<file path="config.mk">
export PLATFORM = sky130hd
export DESIGN_NAME = imm_packer
export DESIGN_NICKNAME = d
export VERILOG_FILES = /design/src/rtl/imm_packer.sv
export SDC_FILE = /design/constraint.sdc
export NUM_CORES = 1
export LEC_CHECK = 0
export CORE_ASPECT_RATIO = 0.75
export CORE_MARGIN = 2
export CORE_UTILIZATION = 46
export DETAILED_ROUTE_END_ITERATION = 8
export PLACE_DENSITY = 0.76
export SYNTH_ARGS = -nofsm -noshare
export SYNTH_HDL_FRONTEND = slang
export SYNTH_SLANG_ARGS = --single-unit
export TNS_END_PERCENT = 50
</file>
<file path="constraint.sdc">
create_clock -name clk -period 2.7 [get_ports clk]
set_input_delay 0.81 -clock clk [delete_from_list [all_inputs] [get_ports clk]]
set_output_delay 0.81 -clock clk [all_outputs]
set_load 0.05 [all_outputs]
</file>
<file path="src/rtl/imm_packer.sv">
// Immediate packer: inserts a 32-bit immediate into RISC-V / ARM instruction fields and flags unencodable values.
// Latency: 1 cycle from input handshake to out_valid when the 2-entry buffer is empty.
// Backpressure: in_ready drops only when both buffer entries are held; it never depends combinationally on out_ready.

module sync_fifo #(
  parameter int W     = 8,
  parameter int DEPTH = 2
) (
  input  logic         clk,
  input  logic         reset,
  input  logic         wr_vld,
  output logic         wr_rdy,
  input  logic [W-1:0] wr_dat,
  output logic         rd_vld,
  input  logic         rd_rdy,
  output logic [W-1:0] rd_dat
);
  localparam int AW = (DEPTH > 1) ? $clog2(DEPTH) : 1;
  localparam int CW = $clog2(DEPTH + 1);

  logic [W-1:0]  mem [DEPTH];
  logic [AW-1:0] wr_ptr;
  logic [AW-1:0] rd_ptr;
  logic [CW-1:0] count;
  logic          do_push;
  logic          do_pop;

  assign wr_rdy  = (count != CW'(DEPTH));
  assign rd_vld  = (count != '0);
  assign do_push = wr_vld && wr_rdy;
  assign do_pop  = rd_vld && rd_rdy;
  assign rd_dat  = mem[rd_ptr];

  // Storage and pointers; storage is cleared so the head reads zero out of reset.
  always_ff @(posedge clk or posedge reset) begin
    if (reset) begin
      for (int i = 0; i < DEPTH; i++) mem[i] <= '0;
      wr_ptr <= '0;
      rd_ptr <= '0;
      count  <= '0;
    end else begin
      if (do_push) begin
        mem[wr_ptr] <= wr_dat;
        wr_ptr      <= (wr_ptr == AW'(DEPTH - 1)) ? '0 : wr_ptr + 1'b1;
      end
      if (do_pop) begin
        rd_ptr <= (rd_ptr == AW'(DEPTH - 1)) ? '0 : rd_ptr + 1'b1;
      end
      count <= count + CW'(do_push) - CW'(do_pop);
    end
  end
endmodule

module imm_packer #(
  parameter bit SUPPORT_ARM   = 1'b1,
  parameter bit SUPPORT_RISCV = 1'b1,
  parameter int ERRCNT_W      = 8
) (
  input  logic                clk,
  input  logic                reset,
  input  logic                in_valid,
  output logic                in_ready,
  input  logic                in_arm,
  input  logic [1:0]          in_immsrc,
  input  logic [31:0]         in_imm,
  input  logic [31:0]         in_base,
  output logic                out_valid,
  input  logic                out_ready,
  output logic [31:0]         out_instr,
  output logic                out_err,
  input  logic                err_clr,
  output logic [ERRCNT_W-1:0] err_count
);
  typedef struct packed {
    logic        err;
    logic [31:0] instr;
  } entry_t;

  entry_t      enc;
  entry_t      head;
  logic        arm_sel;
  logic        ok;
  logic [31:0] packed_w;

  // True when v sign-extends from its low n bits (v[31:n-1] all zeros or all ones).
  function automatic logic fits_signed(input logic [31:0] v, input int n);
    logic signed [31:0] t;
    t = $signed(v) >>> (n - 1);
    return (t == '0) || (t == '1);
  endfunction

  // An absent ISA family forces the select toward the one that is built in.
  assign arm_sel = SUPPORT_ARM ? (SUPPORT_RISCV ? in_arm : 1'b1) : 1'b0;

  // Field insertion and representability check; failing items pass the base word through.
  always_comb begin
    ok       = 1'b0;
    packed_w = in_base;
    if (arm_sel) begin
      case (in_immsrc)
        2'b00: begin
          ok       = (in_imm[31:8] == 24'd0);
          packed_w = {in_base[31:8], in_imm[7:0]};
        end
        2'b01: begin
          ok       = (in_imm[31:12] == 20'd0);
          packed_w = {in_base[31:12], in_imm[11:0]};
        end
        2'b10: begin
          ok       = fits_signed(in_imm, 26) && (in_imm[1:0] == 2'b00);
          packed_w = {in_base[31:24], in_imm[25:2]};
        end
        2'b11: begin
          ok       = 1'b0;
          packed_w = in_base;
        end
      endcase
    end else begin
      case (in_immsrc)
        2'b00: begin
          ok       = fits_signed(in_imm, 12);
          packed_w = {in_imm[11:0], in_base[19:0]};
        end
        2'b01: begin
          ok       = fits_signed(in_imm, 12);
          packed_w = {in_imm[11:5], in_base[24:12], in_imm[4:0], in_base[6:0]};
        end
        2'b10: begin
          ok       = fits_signed(in_imm, 13) && !in_imm[0];
          packed_w = {in_imm[12], in_imm[10:5], in_base[24:12], in_imm[4:1], in_imm[11], in_base[6:0]};
        end
        2'b11: begin
          ok       = fits_signed(in_imm, 21) && !in_imm[0];
          packed_w = {in_imm[20], in_imm[10:1], in_imm[11], in_imm[19:12], in_base[11:0]};
        end
      endcase
    end
    enc.err   = !ok;
    enc.instr = ok ? packed_w : in_base;
  end

  sync_fifo #(
    .W     ($bits(entry_t)),
    .DEPTH (2)
  ) u_skid (
    .clk    (clk),
    .reset  (reset),
    .wr_vld (in_valid),
    .wr_rdy (in_ready),
    .wr_dat (enc),
    .rd_vld (out_valid),
    .rd_rdy (out_ready),
    .rd_dat (head)
  );

  assign out_instr = head.instr;
  assign out_err   = head.err;

  // Saturating count of erroring items leaving the block; clear wins over a same-cycle error.
  always_ff @(posedge clk or posedge reset) begin
    if (reset) begin
      err_count <= '0;
    end else if (err_clr) begin
      err_count <= '0;
    end else if (out_valid && out_ready && out_err && !(&err_count)) begin
      err_count <= err_count + 1'b1;
    end
  end
endmodule

</file>
# Word-level counts from Yosys, hierarchy flattened
# Cells that the tools add are included.
# totals
wordCells	68
reg_bits	78
inputBits	72
# classes
reduce_logical	27
eq_ne	8
mux	17
add_sub_neg	5
bitwise_logic	2
n_lt_le_gt_ge	3
# ops
operator	n
$pmux 32 s4	2
$mux 33	4
$eq 32x32->1 const B	4
$logic_not 32->1	4
$bwmux 66	1
$mux 32	2
$demux 33 s1	1
$logic_not 24->1	1
$logic_not 20->1	1
$mux 8	2
$add 8x1->8 const B	1
$logic_and 1x1->1	8
$reduce_and 8->1	1
$eq 2x2->1 const B	2
$ge 2x2->1 const B	2
$logic_not 2->1	2
$logic_or 1x1->1	4
$not 1->2	2
$pmux 1 s4	1
$reduce_bool 2->1	2
$logic_not 1->1	3
$mux 1	3
$pmux 1 s3	1
$add 1x1->1 const B	2
6 further kinds	6

# Logic depth before layout (Yosys ltp)
# Gate-level depths: netlist of run 1.
# logic_depth
word_depth	8
mapped_depth	9
mapped_depth_nobuf	8

# Modules after synthesis
# From an unflattened synthesis of run 1, not the netlist that was laid out.
# hier_totals
cells_unflattened	459
area_unflattened_um2	5230.0
# by_module_without_submodules
mod	area_each_um2	cells_each	n_inst
sync_fifo	3343.2	199	1
imm_packer	1886.8	260	1

# Worst setup path after synthesis of run 1
# No wires, ideal clock.
# synth_path
kind	input to register
from	in in_imm[31]
to	reg u_skid.mem[40] in the netlist's numbering
setup_slack_ns	-0.175
cell_stages	8
arrival_time_ns	2.742
cell_sequence	nand4_1 > or4_4 > o31a_1 > or3_1 > buf_2 > buf_2 > a31oi_1 > o31ai_1
# synth_between
elab_chain_len	7
elab_cells_between_ends	22
cone_classes	eq/ne: 4; mux: 5; reduce/logical: 13
# synth_lines
item	line	rtl
start, declared	65	input logic [31:0] in_imm,
$eq 32x32->1 or $logic_not 32->1 (tied branches)	89	return (t == '0) || (t == '1);
$logic_or 1x1->1	89	
$logic_and 1x1->1, on equally long branches	110, 129, 133	
$pmux 1 s4 or $pmux 1 s3 (tied branches)	100, 119	
$mux 1 (*)	99	if (arm_sel) begin
$mux 32 (*)	139	enc.instr = ok ? packed_w : in_base;
$bwmux 66 (*)	43	mem[wr_ptr] <= wr_dat;
end signal, assigned by index	43	
end, declared	21	logic [W-1:0] mem [DEPTH];
# Every way passes the cells marked *; elsewhere a longest branch is shown, timed or not.
# A chain may end at the register's enable or synchronous reset.

# Final worst setup path of run 1
# layout_path
from	in in_imm[18]
to	reg u_skid.mem[7] in the netlist's numbering
# layout_between
elab_chain_len	7
elab_cells_between_ends	14
cone_classes	eq/ne: 2; mux: 5; reduce/logical: 7
# layout_lines
item	line	rtl
$eq 32x32->1 or $logic_not 32->1 (tied branches)	89	
$logic_or 1x1->1	89	
$logic_and 1x1->1	129	ok = fits_signed(in_imm, 13) && !in_imm[0];
$pmux 1 s3	119	case (in_immsrc)
$mux 1 (*)	99	
$mux 32 (*)	139	
$bwmux 66 (*)	43	
# Marked as above.

==> impl_metrics.yaml, run 1 <==
status:
  failed_checks: "setup timing"
  status: "complete, but fails checks"
timing:
  finalClockSkew_ns: 0.005124
  whs_ns: 0.4797
  drv_slew: 0
  rsz0062_at_grt: "true"
  period_minus_slack_ns: 2.713
  fmax_mhz: 368.7
  worst_slew_pin_slew_ns: 0.5758
  hold_viol_final: 0
  finalCritPeriodShare: 1.005
  setup_viol: 1
  max_slew_margin: 0.6133
  fin_ws_ns: -0.01255
grt:
  grt.overflow.total: 0
  grt_max_degree: 79
  grt_pass1_wl_mm: 26.67
  grt_antenna_before_repair: 0
  grt_pass1_vias: 5372
  grt_usage: 0.2968
route:
  ant_nets: 0
  dr.first_iter.drc_count: 650
  vias: 5632
  viasPerCell: 6.657
  first_pass_iters: 5
  wirelength_mm: 17.70
  wl_per_cell_um: 20.92
  drc: 0
run:
  cap_violations: 0
setup_path:
  critPathArrivalTime_ns: 2.96
  start_kind: "input port"
  crit_path_end_kind: "register"
  critPathKind: "in -> reg"
  crit_fanout: 5
  critPathRequiredTime_ns: 2.95
placement:
  gp_congestion: 0.9297
  postPlaceCellArea_mm2: 0.007067
  hpwl_mm: 11.96
  portBuffers: 114
power:
  clkPwrFrac: 0.147
  internal_power_uw: 4809
  p_leak_uw: 0.003158
  peakVddDrop_uv: 906.0
  p_seq_frac: 0.236
  p_sw_uw: 3614
  p_total_uw: 8422
  powerDensity_mw_per_mm2: 1087
  sw_frac_of_total: 0.4291
  comb_power_share: 0.616
yosys:
  async_flop_share: 1.000
  synth_most_common_cell: "dfrtp_1"
  ys_types: 48
  yosys-top-cells-count: "dfrtp_1 (78), nor2_1 (55), a31oi_1 (40), o21ai_0 (37)"
  synth_cells: 542
  yosysSeqAreaShare: 0.3969
  synth_largest_area_cell: "dfrtp_1"
  syn_area_mm2: 0.004917
  synth_top_cell_area_share: 0.3969
  synthesis.nets: 617
  avgSynthCellArea_um2: 9.072
  synth_flop_cell: "dfrtp_1"
  ys_seq_elements: 78
  synth_edf_count: 0
  synth_top_cells_by_area: "dfrtp_1 (40%), mux2_2 (8.0%), a31oi_1 (5.1%)"
  synth-warning-count: 0
floorplanning:
  ios: 115
  core_mm2: 0.01033
  fp.dieH_um: 93.54
  dieArea_mm2: 0.01154
  fp.dieW_um: 123.4
  row_count: 32
  initial_core_util: 0.4760
finish:
  area_growth_pct: 57.56
  antenna_cells: 0
  nFillCells: 690
  final_nets: 780
  final_area_mm2: 0.007747
  layout-drive-gt1-share: 0.3324
clock_network:
  clk-insertion-delay-late_ns: 0.35
  cts_buffers: 9
  cts_sinks: 78
  path_clk_slew_ns: 0.06
  cts_buffer_depth: 2
  cts_tree: "built"
  clockRootBuffer: "clkbuf_16"
  htree_levels: 3
hold_path:
  hold_path.class: "reg -> reg"
## state kept, by name, indices dropped and copies added (netlist names)
| signal | flops |
|---|---|
| err_count | 8 |
| u_skid.count | 2 |
| u_skid.mem | 66 |
| u_skid.rd_ptr | 1 |
| u_skid.wr_ptr | 1 |
## metal layers
layer,vias to the layer above,part of all wire,global-route usage
met4,0,0.030,0.1174
met5,-,0,0
met3,65,0.10,0.05732
met1,2729,0.42,0.4169
met2,406,0.45,0.4496
li1,2432,-,-
## final cells by class
| type | instances | area (um2) | area share |
|---|---|---|---|
| clock buffers | 10 | 229.0 | 0.02955 |
| clock inverters | 6 | 68.82 | 0.008882 |
| inverters | 7 | 33.78 | 0.004360 |
| multi-input cells | 408 | 3042 | 0.3926 |
| flip-flops and latches | 78 | 1952 | 0.2519 |
| well taps | 136 | 170.2 | 0.02196 |
| repair buffers | 200 | 2247 | 0.2901 |
| repair inverters | 1 | 5.005 | 0.0006460 |
## stage by stage
step	utilization	cells	TNS (ns)	worst slack (ns)
finish	0.7500	846	-0.01255	-0.01255
global route	0.7500	846	-0.1880	-0.04622
CTS	0.7286	840	-0.001560	-0.001560
floorplan	-	542	-0.7556	-0.04999
global placement	0.6841	822	-39.02	-0.7379
detailed placement	0.6841	822	-44.61	-0.8261
## critical path: stages
cell and delay (ns):
dlygate4sd2_1 0.29, nand4_1 0.11, or2_4 0.29, o31a_1 0.33, buf_4 0.16, buf_4 0.14
nor3_4 0.19, buf_6 0.16, buf_4 0.15, nor4_1 0.08, o31ai_1 0.25
## cells by family (layout without fill, tap and decap cells)
group                      count (synthesis)  after routing  share of synthesized area
AOI/OAI and AO/OA                        188            188                     0.2700
xor gates and xnor gates                   9              9                    0.01603
adders and majority gates                  3              3                   0.007634
buffers and inverters                     56            224                    0.04708
DFF                                       78             78                     0.3969
muxes                                     48             48                     0.1066
and+or+nand+nor                          160            160                     0.1557
## cell usage in the layout (no fill, tap or decap), types with 10 or more instances in the layout
cell type | Yosys | final
dfrtp_1 | 78 | 78
buf_12 | 0 | 37
buf_4 | 0 | 69
nand2_1 | 35 | 35
a31oi_1 | 40 | 36
a221o_1 | 12 | 12
clkdlybuf4s50_1 | 0 | 59
o21ai_0 | 37 | 32
nand4_1 | 18 | 18
mux2i_1 | 13 | 12
buf_6 | 2 | 12
a22oi_1 | 11 | 11
mux2_2 | 35 | 35
nor2_1 | 55 | 54
clkbuf_16 | 0 | 10
## path summary, 6_finish.rpt
kind                                start        endpoint  slack (ns)  depth (start not counted)
min                        u_skid.mem[42]  u_skid.mem[42]        0.48                          2
max                            in_imm[18]   u_skid.mem[7]       -0.01                         11
min in group asynchronous           reset    err_count[5]        0.92                          3
max in group asynchronous           reset  u_skid.mem[52]        1.43                          3
min reg2reg                u_skid.mem[42]  u_skid.mem[42]        0.48                          2
max reg2reg                 u_skid.rd_ptr    err_count[5]        0.56                          6
## repair_timing
action,4_1_cts,5_1_grt
hold buffers,0,0
pin swaps,15,19
setup endpoints to repair,66,65
gates resized for setup,72,55
endpoints found under the hold margin,0,0
cloned,2,3
setup buffers,2,3
## power groups by stage
stage	logic, uW	clock network, uW	registers, uW
after floorplan	2880	0	1930
after global placement	5040	0	1950
after detailed placement	5120	0	1990
after CTS	5150	1240	1980
after global routing	5460	1300	2040
final	5190	1240	1990
Power figures use the tool's default switching activity.
==> run 2: changes to the inputs <==
Settings changed: CELL_PAD_IN_SITES_DETAIL_PLACEMENT set to 1, CELL_PAD_IN_SITES_GLOBAL_PLACEMENT set to 1, CORE_UTILIZATION 46 to 38, HOLD_SLACK_MARGIN set to 0.02, PLACE_DENSITY 0.76 to 0.8.
Clock period 2.7 ns to 2.5 ns, I/O delays scaled along.
==> impl_metrics.yaml, run 2 (synthesis gave the netlist of run 1 again) <==
status:
  status: "complete, but fails checks"
  failed_checks: "setup timing"
floorplanning:
  row_count: 35
  initial_core_util: 0.3954
  dieArea_mm2: 0.01388
  ios: 115
  fp.dieW_um: 135.4
  fp.dieH_um: 102.5
  core_mm2: 0.01244
grt:
  grt_usage: 0.3258
  grt_max_degree: 79
  grt_antenna_before_repair: 0
  grt_pass1_vias: 6118
  grt_pass1_wl_mm: 34.47
  grt.overflow.total: 0
finish:
  antenna_cells: 0
  multiInputGateArea_mm2: 0.003182
  area_growth_pct: 65.04
  layout-drive-gt1-share: 0.3611
  fin_cells: 886
  layout_common_cells: "dfrtp_1 (78), buf_4 (74), clkdlybuf4s50_1 (55)"
  reg_top3: "u_skid.mem x66, err_count x8, u_skid.count x2"
  largest_register: "u_skid.mem"
  regArea_mm2: 0.001952
  layout_commonest_cell: "dfrtp_1"
  nFillCells: 1308
  final_nets: 790
  largest_register_ffs: 66
hold_path:
  hp-start: "u_skid.mem[32]"
  hold_path.class: "reg -> reg"
clock_network:
  cts_sinks: 78
  cts_buffer_depth: 2
  clockRootBuffer: "clkbuf_16"
  cts_tree: "built"
  cts_buffers: 9
  path_clk_slew_ns: 0.07
  clk-insertion-delay-late_ns: 0.35
  htree_levels: 3
route:
  ant_nets: 0
  first_pass_iters: 5
  viasPerCell: 6.577
  drc: 0
  dr.first_iter.drc_count: 531
  vias: 5827
  wirelength_mm: 23.33
  wl_per_cell_um: 26.33
placement:
  hpwl_mm: 14.25
  dp.cells: 857
  portBuffers: 114
  gp_congestion: 0.8899
setup_path:
  critPathKind: "in -> reg"
  critPathRequiredTime_ns: 2.72
  crit_fanout: 2
  critPathArrivalTime_ns: 2.92
  crit_path_end_kind: "register"
  critPathLaunch: "in_imm[28]"
  reg2reg_from: "u_skid.rd_ptr"
  start_kind: "input port"
timing:
  drv_slew: 0
  tns_ns: -2.561
  period_minus_slack_ns: 2.695
  fmax_mhz: 371.1
  max_slew_margin: 0.5898
  finalClockSkew_ns: 0.008861
  fin_ws_ns: -0.1946
  rsz0062_at_grt: "true"
  setup_viol: 53
  finalCritPeriodShare: 1.078
  hold_viol_final: 0
  worst_slew_pin_slew_ns: 0.6154
power:
  powerDensity_mw_per_mm2: 1181
  p_total_uw: 9583
  p_leak_uw: 0.003309
  peakVddDrop_uv: 979.1
run:
  cap_violations: 0
## run 2: cell count changes in the layout (fill, tap and decap cells not counted), moves of 3 or more
cell             change
clkdlybuf4s50_1      -4
nor4_1               -3
buf_12               +7
a311oi_1             -3
buf_6                +4
nor4_2               +3
buf_4                +5
buf_8                -3
nor2_1               -3
nor2_2               +3
## run 2: power by group
part	total [uW]	switching, uW	internal [uW]
combinational	5980	3260	2720
clock	1390	606	789
sequential	2210	377	1830
## run 2: what timing repair did
action / 4_1_cts / 5_1_grt
pin swaps: 47 / 21
hold buffers: 0 / 0
cloned: 5 / 0
setup buffers: 7 / 4
endpoints found under the setup margin: 68 / 68
resized for setup: 116 / 43
## run 2: stage by stage
step / utilization / hold WS, ns / worst slack [ns] / area [um2]
6_report: 0.6525 / 0.4800 / -0.1946 / 8115
5_1_grt: 0.6525 / 0.5149 / -0.2454 / 8115
4_1_cts: 0.6369 / 0.4839 / -0.1325 / 7921
3_5_place_dp: 0.5810 / 0.4687 / -0.9512 / 7226
3_3_place_gp: 0.5810 / 0.4561 / -0.8256 / 7226
2_1_floorplan: - / 0.4429 / -0.1922 / 5005
## run 2: layer usage
layer,vias to the layer above,part of all wire,track usage
met1,2982,0.41,0.4156
met3,70,0.067,0.05703
met5,-,0,0
met2,326,0.49,0.5611
li1,2449,-,-
met4,0,0.034,0.1242
## run 2: worst max-delay path, stage by stage
cell and delay, ns:
buf_2 0.11, nor4_2 0.34, nand2_1 0.18, a2111oi_4 0.47, buf_4 0.23, mux2i_2 0.29, a221oi_4 0.12, buf_4 0.16
mux2_2 0.26
## run 2: final cells by class
cell class / count / share of cell area
clock buffer: 9 / 0.02775
timing repair buffer: 211 / 0.3005
multi-input combinational: 408 / 0.3921
inverter: 7 / 0.003700
clock inverter: 7 / 0.009867
sequential: 78 / 0.2405
tap: 166 / 0.02559
## run 2: path summary, 6_finish.rpt
kind / to / slack, ns / depth (start not counted)
worst min register to register: u_skid.mem[32] / 0.48 / 1
max in group asynchronous: u_skid.mem[64] / 1.25 / 3
worst max register to register: err_count[7] / 0.54 / 6
worst min-delay path: u_skid.mem[32] / 0.48 / 1
min in group asynchronous: u_skid.mem[42] / 0.87 / 3
worst max-delay path: u_skid.mem[20] / -0.19 / 9
==> run 3: changes to the inputs <==
Settings changed: RECOVER_POWER set to 50.
==> impl_metrics.yaml, run 3 (synthesis gave the netlist of run 1 again) <==
finish:
  antenna_cells: 0
  largest_register_ffs: 66
  nFillCells: 1310
  fin_cells: 886
  area_growth_pct: 64.78
  layout_commonest_cell: "dfrtp_1"
  regArea_mm2: 0.001952
  reg_top3: "u_skid.mem x66, err_count x8, u_skid.count x2"
  largest_register: "u_skid.mem"
  layout_common_cells: "dfrtp_1 (78), buf_4 (74), clkdlybuf4s50_1 (53)"
  final_nets: 790
  layout-drive-gt1-share: 0.3611
  multiInputGateArea_mm2: 0.003182
route:
  drc: 0
  wirelength_mm: 23.39
  ant_nets: 0
  dr.first_iter.drc_count: 511
  vias: 5850
  first_pass_iters: 6
  viasPerCell: 6.603
  wl_per_cell_um: 26.39
clock_network:
  cts_tree: "built"
  cts_buffer_depth: 2
  htree_levels: 3
  path_clk_slew_ns: 0.07
  hold_buffers: 0
  cts_sinks: 78
  clk-insertion-delay-late_ns: 0.34
  clockRootBuffer: "clkbuf_16"
  cts_buffers: 9
setup_path:
  r2r_setup_slack_ns: 0.55
  reg2reg_depth: 6
  crit_path_end_kind: "register"
  critPathLaunch: "in_imm[28]"
  reg2reg_from: "u_skid.rd_ptr"
  r2r_end: "err_count[7]"
  start_kind: "input port"
  critPathArrivalTime_ns: 2.93
  crit_fanout: 2
  critPathKind: "in -> reg"
  critPathRequiredTime_ns: 2.72
  endpoint: "u_skid.mem[20]"
power:
  clkPwrFrac: 0.145
  p_total_uw: 9583
  comb_power_share: 0.624
  internal_power_uw: 5339
  p_leak_uw: 0.003304
  powerDensity_mw_per_mm2: 1183
  p_seq_frac: 0.230
  peakVddDrop_uv: 979.9
  sw_frac_of_total: 0.4429
  p_sw_uw: 4244
timing:
  finalClockSkew_ns: 0.009544
  drv_slew: 0
  period_minus_slack_ns: 2.706
  setup_viol: 52
  hold_viol_final: 0
  fin_ws_ns: -0.2058
  fmax_mhz: 369.6
  whs_ns: 0.4814
  finalCritPeriodShare: 1.082
  rsz0062_at_grt: "true"
  max_slew_margin: 0.2473
  worst_slew_pin_slew_ns: 1.129
grt:
  grt_pass1_wl_mm: 34.47
  grt_antenna_before_repair: 0
  grt_max_degree: 79
  grt_usage: 0.3258
  grt.overflow.total: 0
  grt_pass1_vias: 6118
floorplanning:
  dieArea_mm2: 0.01388
  row_count: 35
  fp.dieH_um: 102.5
  initial_core_util: 0.3954
  fp.dieW_um: 135.4
  core_mm2: 0.01244
  ios: 115
status:
  status: "complete, but fails checks"
  failed_checks: "setup timing"
run:
  cap_violations: 0
placement:
  hpwl_mm: 14.25
  portBuffers: 114
  gp_congestion: 0.8899
  dp.cells: 857
hold_path:
  hold_depth: 1
  hold_path.class: "reg -> reg"
## run 3: cell types whose count changed in the layout (fill, tap and decap cells not counted), sizes merged
cell           before  now
buf               142  141
dlygate4sd3         0    2
clkbuf              9   10
clkdlybuf4s50      55   53
## run 3: area by class of cell
type                            count  area share
Timing Repair Buffer              211      0.2994
Clock buffer                        9     0.02779
Inverter                            7    0.003706
Multi-Input combinational cell    408      0.3927
Sequential cell                    78      0.2409
Clock inverter                      7    0.009883
Tap cell                          166     0.02563
## run 3: per-stage QoR
step | setup slack, ns | setup TNS (ns) | cell area (um2) | utilization
finish | -0.2058 | -2.404 | 8103 | 0.6515
global route | -0.2454 | -6.782 | 8103 | 0.6515
CTS | -0.1325 | -3.920 | 7921 | 0.6369
detailed placement | -0.9512 | -55.27 | 7226 | 0.5810
global placement | -0.8256 | -48.91 | 7226 | 0.5810
floorplan | -0.1922 | -7.971 | 5005 | -
## run 3: power by group through the flow
stage               clock (uW)  combinational [uW]  sequential [uW]
floorplan                    0                3110             2090
global placement             0                5620             2110
detailed placement           0                5800             2180
CTS                       1380                5870             2170
global route              1450                6210             2260
finish                    1390                5980             2210
## run 3: worst min-delay path by stage
stage,from,end,slack [ns]
global placement,u_skid.mem[10],u_skid.mem[10],0.46
global route,u_skid.mem[32],u_skid.mem[32],0.51
detailed placement,u_skid.mem[32],u_skid.mem[32],0.47
floorplan,u_skid.mem[10],u_skid.mem[10],0.44
CTS,u_skid.mem[32],u_skid.mem[32],0.48
finish,u_skid.mem[32],u_skid.mem[32],0.48
## run 3: critical path: stages
cell,delay [ns]
buf_2,0.11
nor4_2,0.34
nand2_1,0.18
a2111oi_4,0.48
buf_4,0.23
mux2i_2,0.29
a221oi_4,0.12
buf_4,0.16
mux2_2,0.26
## run 3: routing by layer
metal / GRT usage / wire (um) / vias up
met5: 0 / 0 / -
met3: 0.05703 / 1642 / 80
li1: - / - / 2451
met1: 0.4156 / 9358 / 2955
met2: 0.5611 / 11510 / 364
met4: 0.1242 / 870 / 0
## run 3: what timing repair did
action / CTS / global route
resized for setup: 116 / 43
buffers inserted: 7 / 4
pin swaps: 47 / 21
gates cloned: 5 / 0
setup endpoints to repair: 68 / 68
